**src/rtl/thermometer2binary.sv**
```systemverilog
// Pipelined thermometer-to-binary encoder with a malformed-code (bubble) flag; optional error counter under THERMOMETER2BINARY_ERRCNT_EN.
// Latency: two register stages (S1 captures the word at the accepting edge, S2 presents the result after the next edge); one word per cycle.
// Backpressure: out_valid/out_binary/out_error hold until out_ready; in_ready = !s1_valid || s2_load, so a full stalled pipe refuses input.
module thermometer2binary #(
   parameter int    WIDTH          = 4,
   parameter string IMPLEMENTATION = "COUNT",
   localparam int   BW             = $clog2(WIDTH + 1)
) (
   input  logic             clk,
   input  logic             rst,
   input  logic             in_valid,
   output logic             in_ready,
   input  logic [WIDTH-1:0] in_thermometer,
   output logic             out_valid,
   input  logic             out_ready,
   output logic [BW-1:0]    out_binary,
   output logic             out_error
`ifdef THERMOMETER2BINARY_ERRCNT_EN
   ,
   input  logic             err_clear,
   output logic [15:0]      err_count
`endif
);

   // Stage 1 state
   logic             s1_valid_q, s1_valid_d;
   logic [WIDTH-1:0] s1_therm_q, s1_therm_d;

   // Stage 2 (output) state
   logic             out_valid_q, out_valid_d;
   logic [BW-1:0]    out_binary_q, out_binary_d;
   logic             out_error_q, out_error_d;

   // Stage load enables: a stage loads when empty or when its content leaves this cycle
   logic s2_load;
   logic s1_load;

   assign s2_load  = !out_valid_q || out_ready;
   assign s1_load  = !s1_valid_q || s2_load;
   assign in_ready = s1_load;

   // Legality: a thermometer code plus one is a power of two, so it shares no bits with itself.
   // The extra top bit keeps the all-ones word from wrapping to zero.
   logic [WIDTH:0] therm_ext;
   logic           enc_err;
   logic [BW-1:0]  enc_bin;

   assign therm_ext = {1'b0, s1_therm_q};
   assign enc_err   = |(therm_ext & (therm_ext + {{WIDTH{1'b0}}, 1'b1}));

   generate
      if (IMPLEMENTATION == "COUNT") begin : g_count
         // Population count of the stage-1 word
         always_comb begin
            enc_bin = '0;
            for (int i = 0; i < WIDTH; i++) begin
               enc_bin = enc_bin + BW'(s1_therm_q[i]);
            end
         end
      end else if (IMPLEMENTATION == "PRIORITY") begin : g_priority
         // Index of the highest set bit plus one; zero word encodes as zero
         always_comb begin
            enc_bin = '0;
            for (int i = 0; i < WIDTH; i++) begin
               if (s1_therm_q[i]) begin
                  enc_bin = BW'(i + 1);
               end
            end
         end
      end else begin : g_bad_impl
         $fatal(1, "thermometer2binary: unsupported IMPLEMENTATION string");
      end
   endgenerate

   // Next-state for both stages; data registers only move when their stage loads
   always_comb begin
      s1_valid_d   = s1_valid_q;
      s1_therm_d   = s1_therm_q;
      out_valid_d  = out_valid_q;
      out_binary_d = out_binary_q;
      out_error_d  = out_error_q;
      if (s1_load) begin
         s1_valid_d = in_valid;
         if (in_valid) begin
            s1_therm_d = in_thermometer;
         end
      end
      if (s2_load) begin
         out_valid_d = s1_valid_q;
         if (s1_valid_q) begin
            out_binary_d = enc_bin;
            out_error_d  = enc_err;
         end
      end
   end

   // Pipeline registers; reset discards everything in flight
   always_ff @(posedge clk) begin
      if (rst) begin
         s1_valid_q   <= 1'b0;
         s1_therm_q   <= '0;
         out_valid_q  <= 1'b0;
         out_binary_q <= '0;
         out_error_q  <= 1'b0;
      end else begin
         s1_valid_q   <= s1_valid_d;
         s1_therm_q   <= s1_therm_d;
         out_valid_q  <= out_valid_d;
         out_binary_q <= out_binary_d;
         out_error_q  <= out_error_d;
      end
   end

   assign out_valid  = out_valid_q;
   assign out_binary = out_binary_q;
   assign out_error  = out_error_q;

`ifdef THERMOMETER2BINARY_ERRCNT_EN
   logic [15:0] err_cnt_q, err_cnt_d;

   // Saturating count of emitted malformed words; clear wins over increment
   always_comb begin
      err_cnt_d = err_cnt_q;
      if (err_clear) begin
         err_cnt_d = '0;
      end else if (out_valid_q && out_ready && out_error_q && (err_cnt_q != 16'hFFFF)) begin
         err_cnt_d = err_cnt_q + 16'd1;
      end
   end

   // Error counter register
   always_ff @(posedge clk) begin
      if (rst) begin
         err_cnt_q <= '0;
      end else begin
         err_cnt_q <= err_cnt_d;
      end
   end

   assign err_count = err_cnt_q;
`endif

endmodule

```
**config.mk**
```make
export PLATFORM = sky130hd
export DESIGN_NAME = thermometer2binary
export DESIGN_NICKNAME = d
export VERILOG_FILES = /design/src/rtl/thermometer2binary.sv
export SDC_FILE = /design/constraint.sdc
export NUM_CORES = 1
export LEC_CHECK = 0
export BUFFER_PORTS_ARGS = -buffer_cell sky130_fd_sc_hd__buf_2
export CORE_UTILIZATION = 40
export CTS_CLUSTER_SIZE = 24
export DETAILED_ROUTE_END_ITERATION = 10
export HOLD_SLACK_MARGIN = 0.05
export PLACE_DENSITY = 0.7
export SLEW_MARGIN = 15
export SYNTH_ARGS = -nofsm -noshare
export SYNTH_HDL_FRONTEND = slang
export SYNTH_SLANG_ARGS = --single-unit
```
**constraint.sdc**
```tcl
create_clock -name clk -period 5.5 [get_ports clk]
set_clock_uncertainty 0.15 [all_clocks]
set_input_delay 0.275 -clock clk [delete_from_list [all_inputs] [get_ports clk]]
set_output_delay 0.275 -clock clk [all_outputs]
set_load 0.05 [all_outputs]
```
==> metrics list <==
- Outcome: finished clean
* Hold WC Path Type: in -> reg
* Cell types with the largest area share after synthesis: sky130_fd_sc_hd__dfxtp_1, sky130_fd_sc_hd__ha_1, sky130_fd_sc_hd__a21oi_1
- The synthesized netlist devotes a little over a quarter of its cell area to compound gates.
- Cell area after synthesis: roughly 540 um^2
- In the final layout, the share of cells above drive strength 1 is 33.3%.
* Wirelength per Cell: approximately 12 um
- The total area inside the core boundary comes to around 1200 um^2.
- CTS built an H-tree with a depth of 1.
- Routability-driven placement finished with a final weighted congestion of around 0.8.
- Worst skew pair latency: 0.27 ns
- Crit path launch type: register
- Drt pass-1 iters: 4
* Mux share of post-synthesis cell area: between 1.5 and 2%
- Fraction of the mapped netlist area in simple logic gates: 9.56%
* Setup Total Neg Slack: 0 ns
- The count of nets left with antenna violations once routing finished came out at 0.
* Initial Util: between 40% and 50%
* Post-route fraction of the period consumed by the critical path: 33.9%
- Setup repair after global routing left no endpoint under its margin.
- The smallest clock period supported by the final layout is computed as between 1.5 and 2 ns.
- The number of nets handed over by synthesis was between 60 and 70.
- Of the total power, registers draw 46.0%.
- Using the TritonRoute via totals, the vias-per-cell ratio works out to between 5 and 6.
- In this run, placement finished with an instance count of slightly below 80.
* Proportion of netlist area held by the largest area contributor: 37.3%
- After filler insertion, the fill cell instance count of the layout stands at 115.
- Timing would allow up to around 540 MHz.
- Post-CTS Setup Bufs: 0
- I/O Pins: 14
- Layout Cells excl Fill: 83
- Sequential fraction of the synthesis area: 37.3%
- Clock-pin slew was measured on the worst setup and hold paths at 0.07 ns.
- Hold buffers post-CTS: 0
- In this run the horizontal extent of the chip is around 39 um.
* Part of the power in combinational logic: ~16%
* Register bit total from synthesis: 10
* Number of endpoints with negative hold slack in the final report: 0
- Sum of net half-perimeters after detailed placement: ~720 um
- CTS Buffer Depth: 2
- CP required: approximately 5.6 ns
- YS warnings: 0
- The initial antenna violation count was 0.
- Static power due to leakage: ~0.00028 uW
- Synthesized-area fraction occupied by xor and xnor cells: 0%
* Grt ovf: 0
- For this design the ratio of total power to cell area is about 280 nW/um^2.
- Number of DRC markers in iteration 0: 9
- The first global-routing pass estimated around 1600 um of wire.
* Count of unique library cells instantiated by Yosys: 25
- After detailed routing, the total wire length is ~960 um.
* Area of the die: 1490 um^2
- Data arrival time of the critical path: roughly 1.9 ns
* Largest voltage drop on the vdd net: roughly 140 uV
- Number of pins with negative max-slew slack in the final report: 0
* Placement row count: 12
- Clock tree synthesis selected as its root buffer the cell sky130_fd_sc_hd__clkbuf_4.
- Number of instances in the synthesized netlist: 55
* Post-cts sizing count: 0
* Post-synthesis cell type with the largest combined area: sky130_fd_sc_hd__dfxtp_1
- In this run the worst path has a maximum fanout of 3.
- In this run, CTS created clock tree buffers numbering 3.
- Post-Syn Area per Cell: between 9 and 10 um^2
- Measured against its own limit, the worst slew margin works out to 74.0%.
- The tree built by TritonCTS fans out to 10 sinks.
- Slew of the pin with the lowest slew margin: about 0.39 ns
- Layout area overhead: 16.6%
- Setup violations remaining at the end of the flow were counted as 0.
- Global routing used 16.4% of the available tracks across all layers.
- The clock network accounts for a little under two fifths of the total power.
- Maximum number of pins on one net before global-route repair: 11
- Classification of the worst setup path: reg -> reg
- Die height: roughly 39 um
* Category of the worst setup path capture point: register
* CTS tree: built
* Cell-internal power: 126 uW
- Number of nets in the layout: 83
* Antenna diode count: 0
- Number of vias after detailed routing: 430
- For this run, design rule violations remaining after detail routing come to 0.
- Net load switching power: 47.8 uW
* Max capacitance violation total: 0
- Input/output buffers: 13
- Synthesized-area fraction occupied by adder cells: between 10% and 20%
* Vias in the first global route: roughly 350
- Net switching is about 27% of the power.
- By area, the combinational part of the netlist is dominated by compound AO/OA/AOI/OAI gates.
## layer usage
layer	global-route usage, %	wire length (um)	up-vias
met3	8.67	51	2
met1	21.6	477	194
met5	0	0	-
met4	7.76	13	0
met2	21.7	414	12
li1	-	-	222
## flip-flops by register name (all words and copies together), names as in the netlist
signal,flops
s1_therm_q,4
out_binary,3
out_error,1
out_valid,1
s1_valid_q,1
## placed cells by master (no fill, tap or decap)
cell type,instances
sky130_fd_sc_hd__a21boi_4,1
sky130_fd_sc_hd__fa_1,1
sky130_fd_sc_hd__nand3_1,4
sky130_fd_sc_hd__dfxtp_1,10
sky130_fd_sc_hd__o31ai_2,1
sky130_fd_sc_hd__a221oi_1,1
sky130_fd_sc_hd__o2111ai_2,1
sky130_fd_sc_hd__a311oi_1,1
sky130_fd_sc_hd__inv_2,1
sky130_fd_sc_hd__mux2i_1,1
sky130_fd_sc_hd__clkbuf_8,1
sky130_fd_sc_hd__nand2_1,3
sky130_fd_sc_hd__nand2b_1,1
sky130_fd_sc_hd__clkbuf_4,3
sky130_fd_sc_hd__and2b_4,1
sky130_fd_sc_hd__clkinv_1,1
sky130_fd_sc_hd__inv_1,6
sky130_fd_sc_hd__buf_2,13
sky130_fd_sc_hd__ha_1,4
sky130_fd_sc_hd__o2111ai_1,2
sky130_fd_sc_hd__a21oi_2,1
sky130_fd_sc_hd__o21ai_0,3
sky130_fd_sc_hd__nor2_1,1
sky130_fd_sc_hd__o31ai_1,2
sky130_fd_sc_hd__a21oi_1,5
## power by group through the flow
stage	Clock (uW)	Combinational [uW]	Sequential, uW
floorplan	0	16.9	86.3
global placement	0	27.2	81.7
detailed placement	0	27.5	81.9
CTS	68.9	27.6	80.2
global route	72.5	30.7	80.7
finish	66.8	27.4	80.1
## kinds of logic (layout without fill, tap and decap cells)
logic type,count (synthesis),in the layout
fa+ha+maj,5,5
mux,1,1
flops,10,10
buf+inv,11,25
simple gates,10,10
compound gates,18,18
## Yosys cell counts, drive strengths merged
library cell   n
a21oi          6
inv            7
nor2           1
nand2          3
buf            2
clkbuf         1
and2b          1
nand2b         1
a221oi         1
o31ai          3
ha             4
fa             1
a311oi         1
o21ai          3
nand3          4
a21boi         1
mux2i          1
clkinv         1
dfxtp         10
o2111ai        3
## stage by stage
stage	hold slack (ns)	total power [uW]	area [um^2]	util [%]	setup slack, ns
2_1_floorplan	0.242	103	537	-	3.73
3_3_place_gp	0.308	109	589	50.3	3.67
3_5_place_dp	0.315	109	589	50.3	3.65
4_1_cts	0.0982	177	626	53.4	3.63
5_1_grt	0.124	184	626	53.4	3.48
6_report	0.0964	174	626	53.4	3.64
## critical path, cell delays in order, from the launching register on
cell and delay [ns]:
sky130_fd_sc_hd__dfxtp_1 0.35, sky130_fd_sc_hd__inv_1 0.10, sky130_fd_sc_hd__fa_1 0.54, sky130_fd_sc_hd__inv_1 0.04
sky130_fd_sc_hd__ha_1 0.17, sky130_fd_sc_hd__ha_1 0.27, sky130_fd_sc_hd__nand3_1 0.06, sky130_fd_sc_hd__a21oi_1 0.12
## final timing paths
kind | startpoint | endpoint | slack (ns) | cells past startpoint
setup / recovery | s1_therm_q[0] | out_binary[1] | 3.64 | 7
hold / removal | in_thermometer[2] | s1_therm_q[2] | 0.1 | 3
setup reg to reg | s1_therm_q[0] | out_binary[1] | 3.64 | 7
hold reg to reg | out_binary[0] | out_binary[0] | 0.32 | 2
## layout make-up
cell class                      instances  area (um^2)  area share (%)
Timing Repair Buffer                   13         65.1            10.4
Tap cell                               14         17.5            2.80
Multi-Input combinational cell         34          277            44.2
Sequential cell                        10          200            32.0
Inverter                                8         30.0            4.80
Clock buffer                            4         36.3            5.80
No activity file was read; power rests on OpenSTA's default activity.
